--- src/rtl/branch_resolve_unit.sv ---
// Branch resolution for the execute stage: evaluates the RV32 branch set,
// trains a direct-mapped 2-bit bimodal predictor and issues a registered redirect pulse.
module branch_resolve_unit #(
    parameter int XLEN        = 32,
    parameter int BHT_ENTRIES = 16,
    parameter int CNT_W       = 32
) (
    input  logic             clk,
    input  logic             rst,
    input  logic [XLEN-1:0]  pc_f,
    output logic             pred_taken_f,
    input  logic             ex_valid,
    input  logic [3:0]       br_op,
    input  logic [XLEN-1:0]  operand1,
    input  logic [XLEN-1:0]  operand2,
    input  logic [XLEN-1:0]  pc_x,
    input  logic [XLEN-1:0]  target_x,
    input  logic             pred_taken_x,
    output logic             br_taken,
    output logic             redirect,
    output logic [XLEN-1:0]  redirect_pc,
    output logic [CNT_W-1:0] branch_count,
    output logic [CNT_W-1:0] mispredict_count
);

    localparam int IDX_W = $clog2(BHT_ENTRIES);

    typedef enum logic [3:0] {
        OP_NB   = 4'd0,
        OP_BEQ  = 4'd1,
        OP_BNE  = 4'd2,
        OP_BLT  = 4'd3,
        OP_UC   = 4'd4,
        OP_BGE  = 4'd5,
        OP_BLTU = 4'd6,
        OP_BGEU = 4'd7
    } br_op_e;

    logic [1:0]       bht [BHT_ENTRIES];
    logic [IDX_W-1:0] idx_f;
    logic [IDX_W-1:0] idx_x;
    logic             taken;
    logic             is_cond;
    logic             eff_v;
    logic             cond;
    logic             mp;
    logic [1:0]       bht_cur;
    logic [1:0]       bht_next;
    logic [XLEN-1:0]  next_pc;
    logic             unused_pc_bits;

    // Word-aligned PC bits select the entry; everything else aliases.
    assign idx_f = pc_f[IDX_W+1:2];
    assign idx_x = pc_x[IDX_W+1:2];
    assign unused_pc_bits = ^{pc_f[XLEN-1:IDX_W+2], pc_f[1:0]};

    assign pred_taken_f = bht[idx_f][1];

    always_comb begin
        // NOTE: default first so every path assigns taken and no latch is inferred.
        taken   = 1'b0;
        is_cond = 1'b0;
        case (br_op)
            OP_BEQ:  begin taken = (operand1 == operand2);                   is_cond = 1'b1; end
            OP_BNE:  begin taken = (operand1 != operand2);                   is_cond = 1'b1; end
            OP_BLT:  begin taken = ($signed(operand1) <  $signed(operand2)); is_cond = 1'b1; end
            OP_BGE:  begin taken = ($signed(operand1) >= $signed(operand2)); is_cond = 1'b1; end
            OP_BLTU: begin taken = (operand1 <  operand2);                   is_cond = 1'b1; end
            OP_BGEU: begin taken = (operand1 >= operand2);                   is_cond = 1'b1; end
            OP_UC:   taken = 1'b1;
            default: ;
        endcase
    end

    // The instruction behind a redirect is wrong-path and must leave no trace.
    assign eff_v = ex_valid & ~redirect;
    assign cond  = eff_v & is_cond;
    assign mp    = (cond & (taken != pred_taken_x))
                 | (eff_v & (br_op == OP_UC) & ~pred_taken_x);

    assign next_pc = taken ? target_x : pc_x + XLEN'(4);

    always_comb begin
        bht_cur  = bht[idx_x];
        bht_next = bht_cur;
        if (taken) begin
            if (bht_cur != 2'b11) bht_next = bht_cur + 2'd1;
        end else begin
            if (bht_cur != 2'b00) bht_next = bht_cur - 2'd1;
        end
    end

    // NOTE: sequential state uses non-blocking assignments so every flop samples pre-edge values.
    always_ff @(posedge clk) begin
        if (rst) begin
            br_taken         <= 1'b0;
            redirect         <= 1'b0;
            redirect_pc      <= '0;
            branch_count     <= '0;
            mispredict_count <= '0;
            // NOTE: the BHT is flops, not SRAM, so it can and must be reset to weakly not-taken.
            for (int i = 0; i < BHT_ENTRIES; i++) bht[i] <= 2'b01;
        end else begin
            br_taken         <= eff_v & taken;
            redirect         <= mp;
            if (mp) redirect_pc <= next_pc;
            branch_count     <= branch_count + CNT_W'(cond);
            mispredict_count <= mispredict_count + CNT_W'(mp);
            if (cond) bht[idx_x] <= bht_next;
        end
    end

endmodule

--- config.mk ---
export PLATFORM = sky130hd
export DESIGN_NAME = branch_resolve_unit
export DESIGN_NICKNAME = d
export VERILOG_FILES = /design/src/rtl/branch_resolve_unit.sv
export SDC_FILE = /design/constraint.sdc
export NUM_CORES = 1
export LEC_CHECK = 0
export ABC_AREA = 1
export BUFFER_PORTS_ARGS = -buffer_cell sky130_fd_sc_hd__buf_2
export CORE_ASPECT_RATIO = 1.4
export CORE_MARGIN = 2
export CORE_UTILIZATION = 47
export CTS_CLUSTER_SIZE = 8
export DETAILED_ROUTE_END_ITERATION = 10
export PLACE_DENSITY_LB_ADDON = 0.05
export SYNTH_ARGS = -nofsm -noshare
export SYNTH_HDL_FRONTEND = slang
export SYNTH_SLANG_ARGS = --single-unit
--- constraint.sdc ---
create_clock -name clk -period 3.2 [get_ports clk]
set_input_delay 0 -clock clk [delete_from_list [all_inputs] [get_ports clk]]
set_output_delay 0 -clock clk [all_outputs]
set_load 0.05 [all_outputs]
### Word level (Yosys, flattened, before mapping)

Memories as Yosys holds them, arrays and structs flattened.
Index checks and enable logic that the tools add are counted.

| storage, ports and cells | value |
|---|---|
| flip-flop bits (word level) | 98 |
| memory bits (writable) | 32 |
| input port bits | 168 |
| output and inout port bits | 99 |
| word-level logic and storage cells | 52 |
| memories | 1 |

Memory list:

| memory | words | width | rd ports | clocked after memory_dff | write ports | line | text |
|---|---|---|---|---|---|---|---|
| bht | 16 | 2 | 2 | 0 | 16 | 39 | `logic [1:0] bht [BHT_ENTRIES];` |

| cells by class | value |
|---|---|
| $add $sub $neg | 5 |
| magnitude comparators | 4 |
| equality and inequality tests | 11 |
| mux-type cells | 14 |
| bitwise operators | 9 |
| reduce and logical (&&, ||, !) cells | 3 |

Operator list:

| cell | number |
|---|---|
| $add 32x1->32 | 2 |
| $ge 32x32->1 | 2 |
| $lt 32x32->1 | 2 |
| $add 32x3->32 const B | 1 |
| $eq 32x32->1 | 1 |
| $mux 32 | 1 |
| $ne 32x32->1 | 1 |
| $eq 4x3->1 const B | 4 |
| $eq 4x2->1 const B | 2 |
| $mux 2 | 4 |
| $mux 1 | 7 |
| $pmux 1 s7 | 1 |
| $and 1x1->1 | 6 |
| $reduce_or 6->1 | 1 |
| $eq 4x1->1 const B | 1 |
| $mux 4 | 1 |
| $add 2x1->2 const B | 1 |
| $ne 2x2->1 const B | 1 |
| $not 1->1 | 2 |
| $reduce_bool 2->1 | 1 |
| $reduce_or 2->1 | 1 |
| $sub 2x1->2 const B | 1 |
| $ne 1x1->1 | 1 |
| $or 1x1->1 | 1 |

### Longest topological paths before layout

Gate-level depths: netlist of run 1.

| logic depth | value |
|---|---|
| depth after elaboration | 9 |
| mapped depth | 36 |
| mapped depth without buffers | 36 |

### Least setup slack after synthesis of run 1

Ideal clock, no wire load.

| timing path | value |
|---|---|
| kind | input to register |
| from | input operand2[31] |
| to | register mispredict_count[26] |
| setup time | 0.118 ns |
| arrival time | 3.448 ns |
| required time | 3.082 ns |
| slack | -0.366 ns |
| stages on the path | 32 |
| buffers on the path | 0 |
| cell sequence | inv_1 -> ha_1 -> nand2_1 -> nor2_2 -> nand2_2 -> nor3_2 -> nand2_1 -> nand2_1 -> nand2_1 -> nor2_2 -> nand2_1 -> a21oi_2 -> nand3_2 -> nand2_2 -> nand3_4 -> nand2_4 -> ha_1 -> nand3_1 -> nor2_2 -> nand3_2 -> nor2_1 -> nand2_1 -> nor2_1 -> nand3_1 -> nor2_2 -> nand2_1 -> nor3_2 -> nand3_2 -> nor2_2 -> nand2_1 -> o21ai_1 -> nor2_1 |

| between the ends | value |
|---|---|
| cells in the longest elaborated chain, start to end | 6 |
| elaborated cells on any way between the ends | 11 |
| classes of those cells | 1 x add/sub; 4 x order compare; 3 x eq/ne; 1 x mux; 2 x bitwise |

RTL lines:

| item | line | text |
|---|---|---|
| from (decl) | 15 | `input logic [XLEN-1:0] operand2,` |
| $ge 32x32->1, or another cell as far along | 69 | `OP_BGEU: begin taken = (operand1 >= operand2); is_cond = 1'b1; end` |
| $pmux 1 s7 (*) | 63 | `case (br_op)` |
| $ne 1x1->1 (*) | 78 | `assign mp = (cond & (taken != pred_taken_x))` |
| $and 1x1->1 (*) | 78 |  |
| $or 1x1->1 (*) | 79 | `\| (eff_v & (br_op == OP_UC) & ~pred_taken_x);` |
| via mp | 46 | `logic mp;` |
| $add 32x1->32 (*) | 108 | `mispredict_count <= mispredict_count + CNT_W'(mp);` |
| to (signal assigned) | 108 |  |
| to (decl) | 23 | `output logic [CNT_W-1:0] mispredict_count` |

The timed path passes the listed nets; every way through them passes the cells marked *.
A chain may end at the register's enable or synchronous reset.

### Worst setup path in the final report of run 1

| timing path | value |
|---|---|
| from | input operand2[21] |
| to | register mispredict_count[26] |

The elaborated chain is that of the path after synthesis.

==> results of run 1 <==
==> power groups by stage <==
| stage | logic, mW | clock network (mW) | registers [mW] |
|---|---|---|---|
| CTS | 0.819 | 2.13 | 1.75 |
| global placement | 0.777 | 0 | 1.78 |
| floorplan | 0.405 | 0 | 1.89 |
| global route | 0.980 | 2.19 | 1.75 |
| detailed placement | 0.785 | 0 | 1.78 |
| finish | 0.890 | 2.09 | 1.75 |
==> flip-flops by register name, summed over array words and instances, names as in the netlist <==
register          flops
mispredict_count     32
bht                  32
redirect              1
br_taken              1
branch_count         32
redirect_pc          32
==> Yosys cell counts (2+ instances only) <==
library cell	instances	area share, %
ha_1	40	6.0
nor3_2	3	0.36
o31ai_1	2	0.18
edfxtp_1	32	12
nand3_2	10	1.2
buf_2	5	0.30
a31oi_1	3	0.23
nand2_1	285	13
o22ai_1	4	0.30
buf_6	3	0.41
nand3b_1	9	0.81
o21a_1	9	0.81
dfxtp_1	98	24
nand4_2	2	0.30
buf_4	5	0.45
inv_1	176	7.9
nor2_1	195	8.8
nand2_2	3	0.23
nor3b_1	5	0.45
a21oi_1	68	4.1
nand4_1	18	1.4
nor4_1	15	1.1
xor2_1	19	2.0
a21oi_2	3	0.32
nor3_1	36	2.2
nand3_1	50	3.0
nor2_2	16	1.2
xnor2_1	14	1.5
o21ai_0	63	3.8
clkbuf_1	20	0.90
==> worst max-delay path by stage <==
stage | slack [ns] | to | from | depth (start not counted)
floorplan | -0.19 | mispredict_count[26] | operand2[31] | 32
global placement | -0.38 | mispredict_count[26] | operand2[6] | 33
detailed placement | -0.42 | mispredict_count[26] | operand2[6] | 33
CTS | 0.009 | mispredict_count[26] | operand2[6] | 33
global route | -0.34 | mispredict_count[26] | operand2[5] | 34
finish | 0.03 | mispredict_count[26] | operand2[21] | 31
==> critical path: cells and delay by family <==
family | cells | cell delay (ns)
adder cells (fa/ha/maj) | 2 | 0.40
buffers and inverters | 2 | 0.11
AO/OA/AOI/OAI | 2 | 0.25
AND/OR/NAND/NOR | 25 | 2.71
==> what timing repair did <==
item | CTS | global route
endpoints found under the hold margin | 26 | 0
setup endpoints to repair | 0 | 18
gates resized for setup | 0 | 96
buffers inserted | 0 | 14
hold buffers | 28 | 0
==> routing by layer <==
layer  vias to the layer above  share of wire [%]  track usage (%)
met2                       306                 51             48.2
li1                       4528                  -                -
met1                      3976                 38             27.7
met3                        66                6.3             4.77
met4                         0                4.1             13.1
met5                         -                  0                0
==> logic make-up (layout without fill, tap and decap cells) <==
| logic type | after synthesis | count (layout) | share of synthesized area [%] |
|---|---|---|---|
| AOI/OAI and AO/OA | 158 | 158 | 10.3 |
| adders and majority gates | 40 | 40 | 6.02 |
| other | 0 | 7 | 0 |
| DFF | 130 | 130 | 35.2 |
| xor gates and xnor gates | 33 | 33 | 3.48 |
| buffers and inverters | 211 | 513 | 10.1 |
| and+or+nand+nor | 654 | 654 | 35.0 |
==> final cells by class <==
type,count,area [µm²],area share (%)
clock buffer,19,455,3.96
tap,236,295,2.57
multi-input combinational,885,5090,44.3
clock inverter,12,169,1.47
sequential,130,2920,25.4
inverter,177,677,5.89
timing repair buffer,305,1870,16.2
antenna,7,17.5,0.152
==> metrics by stage <==
stage / setup WS [ns] / setup TNS (ns)
6_report: 0.0295 / 0
3_5_place_dp: -0.424 / -4.02
3_3_place_gp: -0.382 / -3.12
5_1_grt: -0.338 / -1.93
4_1_cts: 0.00936 / 0
2_1_floorplan: -0.190 / -0.832
==> results.py, run 1 <==
metrics = {
    "status": {
        "status": "finished, final reports clean",
    },
    "global_routing": {
        "antenna_found_initial": 7,
        "grt_max_degree": 49,
        "grt_pass1_wl_mm": 38.8,
        "overflow": 0,
        "grt_pass1_vias": 8426,
        "grt.total_usage_pct": 26.1,
    },
    "pwr": {
        "power_mw": 4.73,
        "p_comb_share_pct": 18.8,
        "swShare_pct": 29.2,
        "vdd_drop_max_v": 0.000286,
        "power.density_mw_per_mm2": 411,
        "switchingPower_mw": 1.38,
        "power.clock.fraction_pct": 44.2,
        "power_leakage_nw": 5.26,
        "pwr-share-seq_pct": 36.9,
        "p_int_mw": 3.35,
    },
    "critical_path": {
        "end_kind": "flip-flop",
        "cpMaxStageDelayCell": "nor3_4",
        "crit_type": "in2reg",
        "regToRegEndpoint": "branch_count[26]",
        "cp_max_fo": 4,
        "ff2ff_path_depth": 19,
        "rrSetupSlack_ns": 0.32,
        "cp.arrival_ns": 3.49,
        "startpoint_type": "input pin",
        "cpPeakStageDelay_ns": 0.28,
        "cpMostUsedCell": "nand2_1",
        "r2r-start": "redirect",
        "worstPathRequired_ns": 3.51,
    },
    "final_layout": {
        "nNetsFinal": 1724,
        "postLayoutCoreUtil_pct": 66.3,
        "syn2layout_area_growth_pct": 38.3,
        "final_common_cell": "nand2_1",
        "most-common-layout-cells": "nand2_1 (268), buf_2 (225), nor2_1 (184)",
        "fin_cells": 1771,
        "drive_above_1_share_pct": 28.3,
        "fin_area_mm2": 0.0115,
        "fill_cells": 1589,
    },
    "floorplanning": {
        "pin_count": 267,
        "start_util_pct": 48.0,
        "placementRows": 57,
        "core_area_mm2": 0.0173,
        "die-area_mm2": 0.0188,
        "die_x_um": 116,
        "die_h_um": 161,
    },
    "cts": {
        "cts_max_path_buffers": 2,
        "insertion_delay_ns": 0.43,
        "clockRootBuffer": "clkbuf_16",
        "cts_tree": "built",
        "htreeDepth": 4,
        "clkTransAtPathRegs_ns": 0.06,
        "numCtsBuffers": 17,
        "numClockSinks": 130,
    },
    "timing": {
        "clock.fmax_mhz": 315,
        "finalCriticalPeriod_ns": 3.17,
        "finClkSkew_ns": 0.0124,
        "finalSetupViolCount": 0,
        "relSlewSlack_pct": 40.7,
        "worst_slew_pin_slew_ns": 0.889,
        "holdWs_ns": 0.0144,
        "hold_viol": 0,
        "period_share_pct": 99.1,
        "grt_setup_unrepaired": "true",
        "drv_slew": 0,
    },
    "detailed_routing": {
        "via_per_inst": 5.01,
        "routed_wl_mm": 25.5,
        "first_iter_violations": 402,
        "ant_nets": 0,
        "post_drt_wl_per_cell_um": 14.4,
        "firstDrtPassIters": 5,
        "drc": 0,
        "vias": 8876,
    },
    "logic_synthesis": {
        "async_flop_share_pct": 0,
        "ys_seq_elements": 130,
        "synthesis.area_mm2": 0.00831,
        "ys_seq_area_share_pct": 35.2,
        "yosysWarningCount": 0,
        "syn_nets": 1434,
        "synthFlopType": "dfxtp_1",
        "synth.avg_cell_area_um2": 6.78,
        "synth_cell_types": 45,
        "synth_cells": 1226,
        "synth-edff-count": 32,
    },
    "flow_run": {
        "cap_viol_max_count": 0,
    },
    "placed_design": {
        "postPlaceCellArea_mm2": 0.00997,
        "dp_hpwl_mm": 18.6,
        "dp.cells": 1691,
        "port_buffers": 238,
        "place.gp.congestion": 0.874,
    },
    "hold_path": {
        "hold_path_end": "redirect_pc[13]",
        "hold_start": "target_x[13]",
        "hold_class": "in2reg",
        "holdPathStages": 7,
    },
}
Note: power is estimated with default switching activity, not from simulation.
==> run 2, diff against run 1 <==
--- a/config.mk
+++ b/config.mk
@@ -7,7 +7,6 @@
 export LEC_CHECK = 0
 export ABC_AREA = 1
 export BUFFER_PORTS_ARGS = -buffer_cell sky130_fd_sc_hd__buf_2
-export CORE_ASPECT_RATIO = 1.4
 export CORE_MARGIN = 2
 export CORE_UTILIZATION = 47
 export CTS_CLUSTER_SIZE = 8
==> run 2 against run 1 <==
Against the previous run:
- the flow now finishes with violations (negative setup slack)
- fmax is 5.0% lower
- non-clock buffer count is 9 higher
- cell area is 0.64% lower
- register-to-register slack worse by 0.11 ns
- largest cell class unchanged
- critical path depth is 3 higher
- global-route usage is 0.56 points lower
- first-iteration DRC count is 19% higher
- via count is 1.2% lower
- combinational power is 2.8% lower
- critical path type unchanged
- utilization is 0.30 points lower
- hold slack worse by 0.0060 ns
==> results.py, run 2 (synthesized netlist as in run 1, its figures left out) <==
metrics = {
    "pwr": {
        "pwr-share-seq_pct": 37.5,
        "p_comb_share_pct": 18.6,
        "p_int_mw": 3.30,
        "power.clock.fraction_pct": 43.8,
        "power_leakage_nw": 5.21,
        "vdd_drop_max_v": 0.000425,
        "switchingPower_mw": 1.35,
        "power.density_mw_per_mm2": 407,
        "swShare_pct": 29.1,
        "power_mw": 4.65,
    },
    "cts": {
        "numCtsBuffers": 17,
        "cts_tree": "built",
        "insertion_delay_ns": 0.42,
        "cts_max_path_buffers": 2,
        "numClockSinks": 130,
        "clockRootBuffer": "clkbuf_16",
        "clkTransAtPathRegs_ns": 0.06,
        "htreeDepth": 4,
    },
    "placed_design": {
        "dp.cells": 1686,
        "port_buffers": 238,
        "postPlaceCellArea_mm2": 0.00999,
        "place.gp.congestion": 0.909,
        "dp_hpwl_mm": 17.9,
    },
    "critical_path": {
        "cp.arrival_ns": 3.65,
        "cp_max_fo": 4,
        "path_depth": 34,
        "worstPathRequired_ns": 3.51,
        "cpMostUsedCell": "nand2_2",
        "cpMaxStageDelayCell": "ha_4",
        "ff2ff_path_depth": 23,
        "cp_num_buf_inv": 3,
        "end_kind": "flip-flop",
        "cpPeakStageDelay_ns": 0.26,
        "crit_type": "in2reg",
        "startpoint_type": "input pin",
        "critPathTopFamily": "simple AND/OR/NAND/NOR gates",
    },
    "timing": {
        "clock.fmax_mhz": 300,
        "grt_setup_unrepaired": "true",
        "finalSetupViolCount": 3,
        "tns_ns": -0.328,
        "worst_slew_pin_slew_ns": 1.03,
        "finClkSkew_ns": 0.00978,
        "period_share_pct": 104,
        "finalCriticalPeriod_ns": 3.34,
        "relSlewSlack_pct": 31.2,
        "worst_slack_ns": -0.138,
        "hold_viol": 0,
        "drv_slew": 0,
    },
    "global_routing": {
        "met1_usage_pct": 31.5,
        "grt_max_degree": 55,
        "grt.total_usage_pct": 25.6,
        "grt_pass1_vias": 8010,
        "overflow": 0,
        "grt_pass1_wl_mm": 38.0,
        "antenna_found_initial": 3,
        "top_usage_layer": "met2",
        "met2_usage_pct": 42.7,
        "use_met3_pct": 7.44,
    },
    "floorplanning": {
        "pin_count": 267,
        "die_h_um": 137,
        "core_area_mm2": 0.0173,
        "die_x_um": 137,
        "start_util_pct": 48.1,
        "placementRows": 48,
        "die-area_mm2": 0.0188,
    },
    "final_layout": {
        "drive_above_1_share_pct": 27.5,
        "fin_cells": 1767,
        "final_common_cell": "nand2_1",
        "most-common-layout-cells": "nand2_1 (272), buf_2 (227), nor2_1 (184)",
        "fin_area_mm2": 0.0114,
        "nNetsFinal": 1733,
        "syn2layout_area_growth_pct": 37.4,
    },
    "status": {
        "violations": "negative setup slack",
        "status": "finished, violations left",
    },
    "detailed_routing": {
        "ant_nets": 0,
        "vias": 8770,
        "first_iter_violations": 478,
        "post_drt_wl_per_cell_um": 14.1,
        "routed_wl_mm": 24.9,
        "via_per_inst": 4.96,
        "firstDrtPassIters": 5,
        "drc": 0,
    },
    "flow_run": {
        "cap_viol_max_count": 0,
    },
    "hold_path": {
        "holdPathStages": 7,
        "hold_class": "in2reg",
    },
}
-- run 2: per-stage QoR --
| stage | util (%) | hold slack (ns) | setup slack (ns) |
|---|---|---|---|
| after global placement | 57.8 | 0.274 | -0.431 |
| after floorplan | - | 0.142 | -0.190 |
| after global routing | 66.0 | 0.0369 | -0.417 |
| after detailed placement | 57.8 | 0.266 | -0.459 |
| final | 66.0 | 0.00843 | -0.138 |
| after CTS | 63.3 | 0.0106 | 0.0148 |
-- run 2: power groups by stage --
stage / sequential [mW] / combinational (mW) / clock, mW
3_3_place_gp: 1.78 / 0.760 / 0
6_report: 1.75 / 0.865 / 2.04
3_5_place_dp: 1.78 / 0.765 / 0
2_1_floorplan: 1.89 / 0.405 / 0
5_1_grt: 1.75 / 0.961 / 2.14
4_1_cts: 1.75 / 0.806 / 2.07
-- run 2: worst paths after layout --
check / from / to / slack (ns)
setup / recovery: operand2[25] / mispredict_count[24] / -0.14
hold / removal: target_x[13] / redirect_pc[13] / 0.008
setup reg to reg: redirect / mispredict_count[24] / 0.21
hold reg to reg: mispredict_count[25] / mispredict_count[25] / 0.47
-- run 2: routing by layer --
metal / vias to the layer above / part of all wire (%)
li1: 4533 / -
met1: 3910 / 42
met2: 286 / 48
met3: 41 / 8.0
met4: 0 / 2.6
met5: - / 0
-- run 2: final cells by class --
type | instances | area, µm²
Antenna cell | 4 | 10.0
Tap cell | 225 | 282
Timing Repair Buffer | 314 | 1920
Clock inverter | 12 | 144
Clock buffer | 20 | 478
Inverter | 177 | 674
Multi-Input combinational cell | 885 | 4990
Fill cell | 1529 | 5870
Sequential cell | 130 | 2920
-- run 2: tightest hold or removal path: stages --
cell and delay [ns]:
buf_2 0.11, nand2_1 0.06, nand2_1 0.05, inv_1 0.04, nand2_1 0.04, nand2_1 0.05
nor2_1 0.03
-- run 2: repair_timing --
action	CTS	global route
pin swaps	0	42
setup endpoints to repair	1	20
gates resized for setup	1	74
buffers inserted	0	11
endpoints found under the hold margin	32	0
hold buffers	34	0
==> run 3, diff against run 2 <==
--- a/config.mk
+++ b/config.mk
@@ -12,6 +12,7 @@
 export CTS_CLUSTER_SIZE = 8
 export DETAILED_ROUTE_END_ITERATION = 10
 export PLACE_DENSITY_LB_ADDON = 0.05
+export SKIP_CTS_REPAIR_TIMING = 1
 export SYNTH_ARGS = -nofsm -noshare
 export SYNTH_HDL_FRONTEND = slang
 export SYNTH_SLANG_ARGS = --single-unit
==> run 3 against run 2 <==
Against the previous run:
- the run ends with negative hold slack, negative setup slack left
- clock skew hardly changed
- sequential power hardly changed
- hold slack got worse by 0.055 ns
- largest cell class unchanged
- largest power group unchanged
==> results.py, run 3 (synthesized netlist as in run 1, its figures left out) <==
metrics = {
    "pwr": {
        "switchingPower_mw": 1.35,
        "p_int_mw": 3.29,
        "p_comb_share_pct": 18.4,
        "vdd_drop_max_v": 0.000427,
        "power.density_mw_per_mm2": 409,
        "power.clock.fraction_pct": 44.0,
        "power_leakage_nw": 5.18,
        "pwr-share-seq_pct": 37.6,
        "swShare_pct": 29.1,
    },
    "status": {
        "violations": "negative hold slack, negative setup slack",
        "status": "finished, violations left",
    },
    "timing": {
        "finalCriticalPeriod_ns": 3.34,
        "holdWs_ns": -0.0462,
        "clock.fmax_mhz": 300,
        "worst_slew_pin_slew_ns": 1.01,
        "relSlewSlack_pct": 32.9,
        "period_share_pct": 104,
        "grt_setup_unrepaired": "true",
        "finalSetupViolCount": 3,
        "drv_slew": 0,
        "worst_slack_ns": -0.138,
        "hold_viol": 4,
        "tns_ns": -0.330,
        "finClkSkew_ns": 0.00994,
    },
    "detailed_routing": {
        "routed_wl_mm": 24.9,
        "ant_nets": 0,
        "via_per_inst": 4.97,
        "drc": 0,
        "firstDrtPassIters": 5,
        "post_drt_wl_per_cell_um": 14.2,
        "vias": 8743,
        "first_iter_violations": 493,
    },
    "floorplanning": {
        "pin_count": 267,
        "die-area_mm2": 0.0188,
        "placementRows": 48,
        "start_util_pct": 48.1,
        "die_x_um": 137,
        "die_h_um": 137,
        "core_area_mm2": 0.0173,
    },
    "cts": {
        "htreeDepth": 4,
        "insertion_delay_ns": 0.42,
        "clockRootBuffer": "clkbuf_16",
        "cts_tree": "built",
        "numClockSinks": 130,
        "clkTransAtPathRegs_ns": 0.06,
        "numCtsBuffers": 17,
        "cts_max_path_buffers": 2,
    },
    "placed_design": {
        "dp_hpwl_mm": 17.9,
        "place.gp.congestion": 0.909,
        "postPlaceCellArea_mm2": 0.00999,
        "port_buffers": 238,
        "dp.cells": 1686,
        "place_worst_setup_slack_ns": -0.459,
    },
    "final_layout": {
        "final_common_cell": "nand2_1",
        "syn2layout_area_growth_pct": 36.5,
        "nNetsFinal": 1726,
        "drive_above_1_share_pct": 27.6,
        "fin_area_mm2": 0.0113,
        "most-common-layout-cells": "nand2_1 (272), buf_2 (227), nor2_1 (184)",
        "fin_cells": 1759,
    },
    "critical_path": {
        "cpMostUsedCell": "nand2_2",
        "startpoint_type": "input pin",
        "rrSetupSlack_ns": 0.22,
        "worstPathRequired_ns": 3.51,
        "end_kind": "flip-flop",
        "cpPeakStageDelay_ns": 0.26,
        "cp_max_fo": 4,
        "cpMaxStageDelayCell": "ha_4",
        "crit_type": "in2reg",
        "cp.arrival_ns": 3.65,
    },
    "global_routing": {
        "grt_max_degree": 55,
        "grt.total_usage_pct": 25.1,
        "grt_pass1_wl_mm": 37.2,
        "overflow": 0,
        "grt_pass1_vias": 7807,
        "antenna_found_initial": 2,
    },
    "flow_run": {
        "cap_viol_max_count": 0,
    },
    "hold_path": {
        "hold_class": "in2reg",
    },
}
[run 3: cell type report]
type                    count  area, µm²
flip-flops and latches    130       2920
well taps                 225        282
diodes                      3       7.51
clock inverters            12        144
fillers                  1547       5950
repair buffers            307       1850
clock buffers              20        478
multi-input cells         885       4990
inverters                 177        674
[run 3: power groups by stage]
stage	clock network, mW	registers [mW]	logic, mW
3_5_place_dp	0	1.78	0.765
2_1_floorplan	0	1.89	0.405
4_1_cts	2.07	1.75	0.770
5_1_grt	2.14	1.75	0.950
3_3_place_gp	0	1.78	0.760
6_report	2.04	1.75	0.855
[run 3: worst paths after layout]
check	endpoint	from	depth (start not counted)
setup reg to reg	mispredict_count[24]	redirect	23
setup / recovery	mispredict_count[24]	operand2[25]	34
hold / removal	redirect_pc[4]	target_x[4]	5
hold reg to reg	mispredict_count[25]	mispredict_count[25]	2
[run 3: through the flow]
step / util [%] / power [mW]
floorplan: - / 2.30
global placement: 57.8 / 2.54
detailed placement: 57.8 / 2.55
CTS: 61.4 / 4.58
global route: 65.6 / 4.84
finish: 65.6 / 4.64
[run 3: critical path, delay by kind of cell]
kind,cells,cell delay (ns)
AND/OR/NAND/NOR,28,2.88
adder cells (fa/ha/maj),2,0.41
buffers and inverters,3,0.24
AO/OA/AOI/OAI,1,0.11
[run 3: metal layers]
layer,global-route usage (%),share of wire [%]
met1,31.2,42
met3,7.11,7.5
met5,0,0
met4,8.02,2.8
met2,41.8,47
